$ cat config.mk
export PLATFORM = sky130hd
export DESIGN_NAME = uart_fifo_bridge
export DESIGN_NICKNAME = d
export VERILOG_FILES = /design/src/rtl/atrover_io_pkg.sv /design/src/rtl/sync_fifo.sv /design/src/rtl/uart_fifo_bridge.sv
export SDC_FILE = /design/constraint.sdc
export NUM_CORES = 1
export LEC_CHECK = 0
export BUFFER_PORTS_ARGS = -buffer_cell sky130_fd_sc_hd__buf_2
export CAP_MARGIN = 20
export CORE_AREA = 4 4 169 155
export CTS_BUF_LIST = sky130_fd_sc_hd__clkbuf_8
export DETAILED_ROUTE_END_ITERATION = 8
export DIE_AREA = 0 0 173 159
export PLACE_DENSITY = 0.73
export RECOVER_POWER = 100
export SYNTH_ARGS = -nofsm -noshare
export SYNTH_HDL_FRONTEND = slang
export SYNTH_HIERARCHICAL = 1
export SYNTH_SLANG_ARGS = --single-unit
$ cat constraint.sdc
create_clock -name clk -period 7 [get_ports clk]
set_clock_uncertainty 0.15 [all_clocks]
set_input_delay 1.4 -clock clk [delete_from_list [all_inputs] [get_ports clk]]
set_output_delay 1.4 -clock clk [all_outputs]
set_load 0.005 [all_outputs]
$ cat src/rtl/atrover_io_pkg.sv
// Shared IO-window definitions for the atrover dBus peripherals.
// Word offsets, UART register bit positions and the UART TX state encoding.
package atrover_io_pkg;

  localparam logic [1:0] UART_DATA   = 2'd0;
  localparam logic [1:0] UART_STATUS = 2'd1;
  localparam logic [1:0] UART_CTRL   = 2'd2;
  localparam logic [1:0] UART_RSVD   = 2'd3;

  localparam int unsigned ST_TX_FULL      = 0;
  localparam int unsigned ST_TX_EMPTY     = 1;
  localparam int unsigned ST_RX_EMPTY     = 2;
  localparam int unsigned ST_RX_FULL      = 3;
  localparam int unsigned ST_RX_OVERRUN   = 4;
  localparam int unsigned ST_TX_DROP      = 5;
  localparam int unsigned ST_TX_COUNT_LSB = 8;
  localparam int unsigned ST_RX_COUNT_LSB = 16;

  localparam int unsigned CTRL_RX_IE     = 0;
  localparam int unsigned CTRL_TXE_IE    = 1;
  localparam int unsigned CTRL_CLR_STICKY = 2;
  localparam int unsigned CTRL_FLUSH     = 3;

  typedef enum logic [1:0] {
    IDLE  = 2'd0,
    SEND  = 2'd1,
    BUSY  = 2'd2,
    DRAIN = 2'd3
  } uart_tx_state_e;

endpackage

$ cat src/rtl/sync_fifo.sv
// First-word-fall-through synchronous FIFO with synchronous flush.
// A push into a full FIFO is accepted when a pop happens on the same edge.
module sync_fifo #(
  parameter int unsigned WIDTH = 8,
  parameter int unsigned DEPTH = 16
) (
  input  logic                         clk,
  input  logic                         resetn,
  input  logic                         flush,
  input  logic                         push,
  input  logic                         pop,
  input  logic [WIDTH-1:0]             din,
  output logic [WIDTH-1:0]             dout,
  output logic                         full,
  output logic                         empty,
  output logic [$clog2(DEPTH+1)-1:0]   count
);

  localparam int unsigned AW = $clog2(DEPTH);
  localparam int unsigned CW = $clog2(DEPTH+1);

  logic [WIDTH-1:0] mem_q [DEPTH];
  logic [AW-1:0]    wptr_q, wptr_d;
  logic [AW-1:0]    rptr_q, rptr_d;
  logic [CW-1:0]    count_q, count_d;
  logic             do_push, do_pop;

  assign full    = (count_q == CW'(DEPTH));
  assign empty   = (count_q == '0);
  assign do_pop  = pop & ~empty;
  assign do_push = push & (~full | do_pop);
  assign dout    = mem_q[rptr_q];
  assign count   = count_q;

  always_comb begin
    wptr_d  = wptr_q;
    rptr_d  = rptr_q;
    count_d = count_q;
    if (flush) begin
      wptr_d  = '0;
      rptr_d  = '0;
      count_d = '0;
    end else begin
      if (do_push) wptr_d = wptr_q + AW'(1);
      if (do_pop)  rptr_d = rptr_q + AW'(1);
      if (do_push && !do_pop)      count_d = count_q + CW'(1);
      else if (!do_push && do_pop) count_d = count_q - CW'(1);
    end
  end

  always_ff @(posedge clk or negedge resetn) begin
    if (!resetn) begin
      wptr_q  <= '0;
      rptr_q  <= '0;
      count_q <= '0;
    end else begin
      wptr_q  <= wptr_d;
      rptr_q  <= rptr_d;
      count_q <= count_d;
    end
  end

  always_ff @(posedge clk) begin
    if (do_push && !flush) mem_q[wptr_q] <= din;
  end

endmodule

$ cat src/rtl/uart_fifo_bridge.sv
// Memory-mapped UART front end: TX/RX FIFOs, STATUS/CTRL registers and an
// interrupt line between the dBus IO decoder and uart_lite.
module uart_fifo_bridge
  import atrover_io_pkg::*;
#(
  parameter int unsigned RISCV_WL  = 32,
  parameter int unsigned DATA_BITS = 8,
  parameter int unsigned TX_DEPTH  = 16,
  parameter int unsigned RX_DEPTH  = 16
) (
  input  logic                 clk,
  input  logic                 resetn,
  input  logic                 io_valid,
  input  logic                 io_wr,
  input  logic [1:0]           io_addr,
  input  logic [RISCV_WL-1:0]  io_wdata,
  output logic [RISCV_WL-1:0]  io_rdata,
  output logic                 io_irq,
  input  logic                 tx_rdy,
  output logic                 tx_vld,
  output logic [DATA_BITS-1:0] tx_data,
  input  logic                 rx_valid,
  input  logic [DATA_BITS-1:0] rx_data
);

  localparam int unsigned TXCW = $clog2(TX_DEPTH+1);
  localparam int unsigned RXCW = $clog2(RX_DEPTH+1);

  logic                 wr_data, wr_ctrl, rd_access, rd_data;
  logic                 flush, clr_sticky;
  logic                 tx_full, tx_empty, tx_pop;
  logic                 rx_full, rx_empty, rx_pop;
  logic [DATA_BITS-1:0] tx_dout, rx_dout;
  logic [TXCW-1:0]      tx_count;
  logic [RXCW-1:0]      rx_count;
  logic                 tx_idle;

  uart_tx_state_e       state_q, state_d;
  logic [DATA_BITS-1:0] tx_data_q, tx_data_d;
  logic [RISCV_WL-1:0]  io_rdata_q, io_rdata_d;
  logic [RISCV_WL-1:0]  status_w;
  logic                 rx_ie_q, rx_ie_d, txe_ie_q, txe_ie_d;
  logic                 rx_overrun_q, rx_overrun_d, tx_drop_q, tx_drop_d;
  logic                 unused_wdata;

  assign unused_wdata = ^io_wdata;

  assign rd_access  = io_valid & ~io_wr;
  assign wr_data    = io_valid & io_wr & (io_addr == UART_DATA);
  assign wr_ctrl    = io_valid & io_wr & (io_addr == UART_CTRL);
  assign rd_data    = rd_access & (io_addr == UART_DATA);
  assign flush      = wr_ctrl & io_wdata[CTRL_FLUSH];
  assign clr_sticky = wr_ctrl & io_wdata[CTRL_CLR_STICKY];

  assign tx_idle = (state_q == IDLE);
  assign tx_pop  = tx_idle & ~tx_empty & tx_rdy;
  assign rx_pop  = rd_data & ~rx_empty;

  sync_fifo #(.WIDTH(DATA_BITS), .DEPTH(TX_DEPTH)) u_tx_fifo (
    .clk    (clk),
    .resetn (resetn),
    .flush  (flush),
    .push   (wr_data),
    .pop    (tx_pop),
    .din    (io_wdata[DATA_BITS-1:0]),
    .dout   (tx_dout),
    .full   (tx_full),
    .empty  (tx_empty),
    .count  (tx_count)
  );

  sync_fifo #(.WIDTH(DATA_BITS), .DEPTH(RX_DEPTH)) u_rx_fifo (
    .clk    (clk),
    .resetn (resetn),
    .flush  (flush),
    .push   (rx_valid),
    .pop    (rx_pop),
    .din    (rx_data),
    .dout   (rx_dout),
    .full   (rx_full),
    .empty  (rx_empty),
    .count  (rx_count)
  );

  // A drop/overrun only counts when the byte was refused for lack of room,
  // not when a flush swallowed it.
  always_comb begin
    rx_ie_d      = rx_ie_q;
    txe_ie_d     = txe_ie_q;
    tx_drop_d    = tx_drop_q;
    rx_overrun_d = rx_overrun_q;
    if (wr_ctrl) begin
      rx_ie_d  = io_wdata[CTRL_RX_IE];
      txe_ie_d = io_wdata[CTRL_TXE_IE];
    end
    if (clr_sticky) begin
      tx_drop_d    = 1'b0;
      rx_overrun_d = 1'b0;
    end
    if (wr_data && tx_full && !tx_pop && !flush)  tx_drop_d    = 1'b1;
    if (rx_valid && rx_full && !rx_pop && !flush) rx_overrun_d = 1'b1;
  end

  always_comb begin
    state_d   = state_q;
    tx_data_d = tx_data_q;
    unique case (state_q)
      IDLE: if (tx_pop) begin
        tx_data_d = tx_dout;
        state_d   = SEND;
      end
      SEND:  state_d = BUSY;
      BUSY:  if (!tx_rdy) state_d = DRAIN;
      DRAIN: if (tx_rdy)  state_d = IDLE;
      default: state_d = IDLE;
    endcase
  end

  always_comb begin
    status_w                                  = '0;
    status_w[ST_TX_FULL]                      = tx_full;
    status_w[ST_TX_EMPTY]                     = tx_empty;
    status_w[ST_RX_EMPTY]                     = rx_empty;
    status_w[ST_RX_FULL]                      = rx_full;
    status_w[ST_RX_OVERRUN]                   = rx_overrun_q;
    status_w[ST_TX_DROP]                      = tx_drop_q;
    status_w[ST_TX_COUNT_LSB +: 8]            = 8'(tx_count);
    status_w[ST_RX_COUNT_LSB +: 8]            = 8'(rx_count);
  end

  always_comb begin
    io_rdata_d = io_rdata_q;
    if (rd_access) begin
      io_rdata_d = '0;
      unique case (io_addr)
        UART_DATA: if (!rx_empty) begin
          io_rdata_d[RISCV_WL-1]    = 1'b1;
          io_rdata_d[DATA_BITS-1:0] = rx_dout;
        end
        UART_STATUS: io_rdata_d = status_w;
        UART_CTRL: begin
          io_rdata_d[CTRL_RX_IE]  = rx_ie_q;
          io_rdata_d[CTRL_TXE_IE] = txe_ie_q;
        end
        default: io_rdata_d = '0;
      endcase
    end
  end

  always_ff @(posedge clk or negedge resetn) begin
    if (!resetn) begin
      state_q      <= IDLE;
      tx_data_q    <= '0;
      io_rdata_q   <= '0;
      rx_ie_q      <= 1'b0;
      txe_ie_q     <= 1'b0;
      tx_drop_q    <= 1'b0;
      rx_overrun_q <= 1'b0;
    end else begin
      state_q      <= state_d;
      tx_data_q    <= tx_data_d;
      io_rdata_q   <= io_rdata_d;
      rx_ie_q      <= rx_ie_d;
      txe_ie_q     <= txe_ie_d;
      tx_drop_q    <= tx_drop_d;
      rx_overrun_q <= rx_overrun_d;
    end
  end

  assign io_rdata = io_rdata_q;
  assign tx_data  = tx_data_q;
  assign tx_vld   = (state_q == SEND);
  assign io_irq   = (rx_ie_q & ~rx_empty) | (txe_ie_q & tx_empty & tx_idle);

endmodule

==> results of run 1 <==
cells in the mapped netlist, types with 3 or more instances:
| cell type | count |
|---|---|
| nand3b_1 | 7 |
| nand3_1 | 8 |
| buf_2 | 10 |
| o21ai_0 | 12 |
| mux4_2 | 64 |
| buf_1 | 4 |
| nor2b_1 | 9 |
| a22oi_1 | 34 |
| nor3_1 | 5 |
| o211ai_1 | 7 |
| xor2_1 | 10 |
| mux2_2 | 10 |
| or2_2 | 3 |
| nand2_1 | 35 |
| nor2_1 | 54 |
| edfxtp_1 | 256 |
| a22o_1 | 10 |
| ha_1 | 22 |
| a31oi_1 | 3 |
| clkbuf_1 | 17 |
| mux2i_1 | 7 |
| xnor2_1 | 4 |
| nand4b_1 | 6 |
| nand2b_1 | 6 |
| buf_4 | 15 |
| inv_1 | 13 |
| and2_1 | 6 |
| a211oi_1 | 3 |
| dfrtp_1 | 59 |
| a21oi_1 | 11 |
cells in the final DEF (no fill, tap or decap), types with 11 or more instances in the layout:
master	count
dfrtp_1	57
buf_2	17
clkbuf_8	53
clkbuf_1	43
o21ai_0	14
a22oi_1	34
inv_1	34
ha_1	22
nor2_1	54
a21oi_1	11
nand2_1	35
mux4_2	64
conb_1	13
edfxtp_1	256
through the flow:
step	total power, uW	cells
2_1_floorplan	3540	776
3_3_place_gp	3880	1097
3_5_place_dp	3960	1097
4_1_cts	5340	1184
5_1_grt	5590	1184
6_report	5280	1184
per-layer routing:
| layer | track usage (%) | vias up | part of all wire [%] | routed length, microns |
|---|---|---|---|---|
| li1 | - | 3145 | - | - |
| met1 | 28.1 | 3693 | 43 | 11300 |
| met2 | 31.2 | 267 | 49 | 12900 |
| met3 | 3.58 | 46 | 6.6 | 1730 |
| met4 | 4.93 | 2 | 1.7 | 444 |
| met5 | 0 | - | 0.027 | 7 |
flip-flops by register name, indices dropped and copies added (netlist names), 5 cells and up:
signal / cells
u_rx_fifo/mem_q: 128
u_tx_fifo/count: 5
u_tx_fifo/mem_q: 128
io_rdata: 19
u_rx_fifo/count: 5
tx_data: 8
report_power, final:
part	internal (uW)	switching (uW)	total (uW)
Combinational	687	741	1430
Sequential	2240	235	2470
Clock	698	677	1370
Total	3620	1650	5280
cells by family (layout without fill, tap and decap cells):
family,count (synthesis),count (layout)
AOI/OAI and AO/OA,104,104
adders and majority gates,24,24
DFF,315,315
buffers and inverters,61,161
muxes,81,81
xor gates and xnor gates,14,14
other,1,13
and+or+nand+nor,164,164
critical path: cells and delay by family:
family | cells | cell delay [ns]
and+or+nand+nor | 4 | 1.83
adders and majority gates | 1 | 0.41
buffers and inverters | 1 | 0.25
muxes | 1 | 0.65
AOI/OAI and AO/OA | 3 | 0.74
path summary, 6_finish.rpt:
kind                                    start                   to  slack, ns  cells past startpoint
max reg2reg                u_rx_fifo/count[0]   u_rx_fifo/count[4]       2.34                     10
min reg2reg                       io_rdata[0]          io_rdata[0]       0.33                      1
max in group asynchronous              resetn  u_rx_fifo/rptr_q[0]       2.67                      2
max                                io_addr[0]   u_rx_fifo/count[4]       2.01                     10
min in group asynchronous              resetn           tx_data[6]       1.89                      2
min                               io_rdata[0]          io_rdata[0]       0.33                      1
layout make-up:
cell class                      instances  area share (%)
Sequential cell                       315            63.2
Clock buffer                           53            5.03
Inverter                               13           0.337
Timing Repair Buffer                   61            1.75
Clock inverter                         34            1.05
Multi-Input combinational cell        400            25.9
Tap cell                              308            2.66
==> key figures, run 1 <==
Die
  – Die area: 27500 sq um
  – Die Y: 159 microns
  – Die X: 173 microns
  – Core box area: 24200 sq um
  – FP Rows: 54
  – # IOs: 90
  – Initial Util: 54.8%

Detailed routing
  – Post-route ant nets: 0
  – Vias per cell: 6.04
  – DR iter-0 viols: 607
  – DRC errors left: 0
  – Drt pass-1 iters: 5
  – Via count: 7153
  – Drt wl/cell: 22.3 microns
  – Detailed Route WL: 26400 microns

Pwr
  – Power Dens Cells: 364 nW/um^2
  – Peak VDD IR: 0.217 mV
  – Pleak: 0.00510 uW

Worst hold path
  – Worst hold path type: flip-flop to flip-flop

Clock tree
  – Cts bufs inserted: 48
  – Longest Clk Path Bufs: 3
  – Setup bufs post-CTS: 0
  – TritonCTS clock tree: yes
  – Clk_lat worst skew: 0.56 ns
  – H-tree Lvls: 2
  – Root buf cell: clkbuf_8
  – Post-CTS Hold Buffers: 0
  – # resized after CTS: 0
  – Worst-path clk slew: 0.06 ns
  – CTS sink cnt: 315

Global routing
  – Largest net degree at the start of global routing: 60
  – Total track usage: 19.4%
  – First-pass GRT wire length: 42100 microns
  – Number of global-route vias before repair: 7383
  – Grt ovf: 0
  – Initial antenna violation count: 1

Synthesis
  – Register area share after synthesis: 69.1%
  – Leading area contributor after synthesis: edfxtp_1
  – Yosys top cell area share: 58.0%
  – Synth Flop Type: edfxtp_1
  – Syn Inst Count: 764
  – Adder-cell share of the synthesized area: 2.38%
  – Ranking of synthesized cells by area: edfxtp_1 (58%), dfrtp_1 (11%), mux4_2 (11%), ha_1 (2.1%), a22oi_1 (1.9%)
  – XOR/XNOR Fraction of Synth Area: 0.925%
  – Compound-Gate Fraction of Synth Area: 6.06%
  – Yosys warning count: 6
  – Mapped Avg Cell Area: 17.3 sq um
  – Mux share of post-synthesis cell area: 12.3%
  – EDFF count, synth: 256
  – Synthesis-stage register bit count: 315
  – Post-Synth Simple-Gate Area: 6.85%
  – Asr flop ratio synth: 18.7%
  – Synth cell types: 67
  – Synthesized area: 13300 sq um
  – Main combinational cell family by area after synthesis: multiplexers

Layout
  – # fillers: 1767
  – Multi-input gate area: 3760 sq um
  – Ant diodes: 0
  – Fin util: 59.9%
  – # nets final: 911
  – Final instance area: 14500 sq um
  – FF+latch area: 9170 sq um
  – Share of cells above drive strength 1: 19.5%
  – Area growth syn-to-layout: 9.37%

STA
  – Period utilization: 71.2%
  – Unrepaired setup endpoints after global routing: no
  – Worst Tran Pin Value: 3.31 ns
  – Final setup viols: 0
  – Final Hold Viols: 0
  – Setup Total Neg Slack: 0 ns
  – Final Max Tran Viols: 121
  – Final worst setup slack: 2.01 ns
  – Crit path time final: 4.99 ns
  – Max-Slew Margin vs Limit: -121%
  – Min Hold Slack: 0.332 ns
  – Fmax: 0.201 GHz

Place
  – Cell area after placement: 13800 sq um
  – RePlAce Congestion: 0.820
  – Post-Place Setup Slack: 2.35 ns
  – # port buffers: 52
  – DP Wirelength: 17100 microns

Outcome
  – Failing checks: max-capacitance violations, max-slew violations
  – Status: finished with violations

Worst setup path
  – Largest stage delay, worst path: 1.12 ns
  – CP max-delay cell: nor3_1
  – Type of the worst setup path: input port to flip-flop
  – Type of origin of the critical path: input port
  – Worst-path fanout max: 15
  – Worst Setup End Kind: flip-flop
  – CP Cell Sequence: clkbuf_1, or3b_1, nor3_1, nor2b_1, mux2i_1, ha_1, a21oi_1, nand3_1, a32o_1, o21ba_2
  – WP data required: 7.29 ns
  – Arrival @ worst endpoint: 5.28 ns

Flow run
  – Max Cap Viol: 3
Note: power is estimated with default switching activity, not from simulation.
==> inputs of run 2 (changes only) <==
--- a/config.mk
+++ b/config.mk
@@ -11,7 +11,7 @@
 export CTS_BUF_LIST = sky130_fd_sc_hd__clkbuf_8
 export DETAILED_ROUTE_END_ITERATION = 8
 export DIE_AREA = 0 0 173 159
-export PLACE_DENSITY = 0.73
+export PLACE_DENSITY = 0.76
 export RECOVER_POWER = 100
 export SYNTH_ARGS = -nofsm -noshare
 export SYNTH_HDL_FRONTEND = slang
==> constraint.sdc (replaced) <==
create_clock -name clk -period 4.5 [get_ports clk]
set_clock_uncertainty 0.15 [all_clocks]
set_input_delay 0.9 -clock clk [delete_from_list [all_inputs] [get_ports clk]]
set_output_delay 0.9 -clock clk [all_outputs]
set_load 0.005 [all_outputs]
==> key figures, run 2 (synthesis gave the netlist of run 1 again) <==
Worst setup path
  – WP depth: 12 (+2)
  – CP delay by family, top: simple AND/OR/NAND/NOR gates
  – CP Buf/Inv Count: 2 (+1)
  – Largest stage delay, worst path: 0.76 ns (-0.36 ns)
  – Worst reg2reg path depth: 12 (+2)
  – Worst R2R End: u_rx_fifo/count[4]
  – Worst Setup End Kind: flip-flop
  – R2R setup slack: 0.62 ns (-1.72 ns)
  – CP Cell Sequence: or4_1, nor2_1, clkbuf_1, nor3_4, nor2b_1, mux2i_1, clkbuf_1, ha_1, nand3_1, a211o_1, a32o_1, o21ba_2
  – Arrival @ worst endpoint: 4.18 ns (-1.10 ns)
  – CP max-delay cell: or4_1
  – Crit. Startpoint: u_rx_fifo/count[1]
  – WP data required: 4.80 ns (-2.49 ns)
  – CP dominant cell by count: clkbuf_1
  – Type of origin of the critical path: flip-flop
  – Worst setup path end: u_rx_fifo/count[4]
  – Worst R2R Start: u_rx_fifo/count[1]
  – Worst-path fanout max: 11 (-4)
  – Type of the worst setup path: flip-flop to flip-flop

Pwr
  – Clock Power Share: 26.1% (about the same)
  – Logic pwr share: 27.7% (+0.6 points)
  – Net load switching power: 2590 uW (+56%)
  – Reg power frac: 46.2% (-0.7 points)
  – Power Dens Cells: 565 nW/um^2 (+55%)
  – Power, Total: 8320 uW (+58%)
  – Sw frac: 31.1% (-0.26 points)
  – Internal power: 5740 uW (+58%)
  – Peak VDD IR: 0.261 mV (+21%)
  – Pleak: 0.00518 uW (+1.6%)

STA
  – Final worst setup slack: 0.618 ns (-1.40 ns)
  – Setup Total Neg Slack: 0 ns (unchanged)
  – Period utilization: 86.3%
  – Worst Tran Pin Value: 1.53 ns (-1.78 ns)
  – Max-Slew Margin vs Limit: -2.04% (+120 points)
  – Final setup viols: 0 (unchanged)
  – Final Max Tran Viols: 29 (-76%)
  – Crit path time final: 3.88 ns
  – Final Hold Viols: 0 (unchanged)
  – Unrepaired setup endpoints after global routing: no
  – Fmax: 0.258 GHz

Place
  – Post-Place Setup Slack: 0.711 ns (-1.64 ns)
  – DP Wirelength: 17000 microns (-0.94%)
  – RePlAce Congestion: 0.803 (-2.0%)
  – # port buffers: 52 (unchanged)

Layout
  – Share of cells above drive strength 1: 19.0% (-0.50 points)
  – Most frequent cells in the layout: edfxtp_1 (256), clkbuf_1 (75), mux4_2 (64), dfrtp_1 (57), nor2_1 (54)
  – Ant diodes: 0 (unchanged)
  – Commonest non-fill, non-tap cell in the layout: edfxtp_1
  – # nets final: 949 (+4.2%)
  – Area growth syn-to-layout: 11.1%
  – # fillers: 1828 (+3.5%)

Worst hold path
  – Hold depth: 1 (unchanged)
  – Worst hold path type: flip-flop to flip-flop

Die
  – Core box area: 24200 sq um (unchanged)
  – Die X: 173 microns (unchanged)
  – Die Y: 159 microns (unchanged)
  – # IOs: 90 (unchanged)
  – Initial Util: 54.8% (unchanged)
  – FP Rows: 54 (unchanged)
  – Die area: 27500 sq um (unchanged)

Clock tree
  – TritonCTS clock tree: yes
  – Setup bufs post-CTS: 0 (unchanged)
  – Post-CTS Hold Buffers: 0 (unchanged)
  – Clk_lat worst skew: 0.56 ns (about the same)
  – Root buf cell: clkbuf_8
  – Cts bufs inserted: 49 (+2.1%)
  – # resized after CTS: 0 (unchanged)
  – Worst-path clk slew: 0.06 ns (about the same)
  – CTS sink cnt: 315 (unchanged)
  – H-tree Lvls: 2 (unchanged)
  – Longest Clk Path Bufs: 3 (unchanged)

Detailed routing
  – Drt wl/cell: 21.6 microns (-3.2%)
  – Via count: 7147 (-0.084%)
  – Vias per cell: 5.84 (-3.3%)
  – Detailed Route WL: 26400 microns (about the same)
  – Drt pass-1 iters: 5 (unchanged)
  – DRC errors left: 0 (unchanged)
  – DR iter-0 viols: 608 (+0.16%)
  – Post-route ant nets: 0 (unchanged)

Global routing
  – Grt ovf: 0 (unchanged)
  – First-pass GRT wire length: 41600 microns (-1.1%)
  – Number of global-route vias before repair: 7406 (+0.31%)
  – Initial antenna violation count: 1 (unchanged)
  – Largest net degree at the start of global routing: 32 (-47%)
  – Total track usage: 19.2% (-0.21 points)

Outcome
  – Status: finished with violations
  – Failing checks: max-capacitance violations, max-slew violations

Flow run
  – Max Cap Viol: 1 (-2)
==> run 2: worst reg2reg max path, delay by kind of cell (launching register included) <==
kind                     cells  cell delay (ns)
AO/OA/AOI/OAI                3             0.75
adder cells (fa/ha/maj)      1             0.40
AND/OR/NAND/NOR              5             1.36
flip-flops                   1             0.47
multiplexers                 1             0.07
buffers and inverters        2             0.58
==> run 2: final cells by class <==
cell class	instances	area (sq um)	share of cell area, %
multi-input combinational	400	3770	25.6
timing repair buffer	98	464	3.15
sequential	315	9170	62.2
inverter	13	48.8	0.331
clock inverter	40	226	1.54
tap	308	385	2.62
clock buffer	49	674	4.58
==> run 2: per-layer routing <==
| metal | GRT usage [%] | routed length, microns | up-vias |
|---|---|---|---|
| met1 | 27.2 | 11200 | 3652 |
| met5 | 0 | 12 | - |
| li1 | - | - | 3224 |
| met3 | 4.80 | 1960 | 41 |
| met4 | 4.97 | 452 | 2 |
| met2 | 30.5 | 12700 | 228 |
==> run 2: through the flow <==
| stage | instances | util (%) | instance area [sq um] | hold WS, ns |
|---|---|---|---|---|
| final | 1223 | 60.9 | 14700 | 0.331 |
| after global routing | 1223 | 60.9 | 14700 | 0.359 |
| after CTS | 1220 | 61.6 | 14900 | 0.205 |
| after detailed placement | 1131 | 57.9 | 14000 | 0.314 |
| after global placement | 1131 | 57.9 | 14000 | 0.305 |
| after floorplan | 776 | - | 13300 | 0.307 |
==> run 2: how the worst min path moves through the flow <==
| stage | from | endpoint | slack (ns) |
|---|---|---|---|
| floorplan | rx_overrun_q | rx_overrun_q | 0.31 |
| global placement | io_rdata[1] | io_rdata[1] | 0.31 |
| detailed placement | io_rdata[1] | io_rdata[1] | 0.31 |
| CTS | resetn | u_rx_fifo/rptr_q[3] | 0.20 |
| global route | io_rdata[1] | io_rdata[1] | 0.36 |
| finish | io_rdata[1] | io_rdata[1] | 0.33 |
==> run 2: power groups by stage <==
| stage | logic (uW) | clock network [uW] | registers (uW) |
|---|---|---|---|
| after global placement | 2100 | 0 | 4040 |
| after global routing | 2540 | 2390 | 3880 |
| after detailed placement | 2160 | 0 | 4060 |
| after floorplan | 1800 | 0 | 3720 |
| after CTS | 2170 | 2240 | 4000 |
| final | 2300 | 2180 | 3840 |
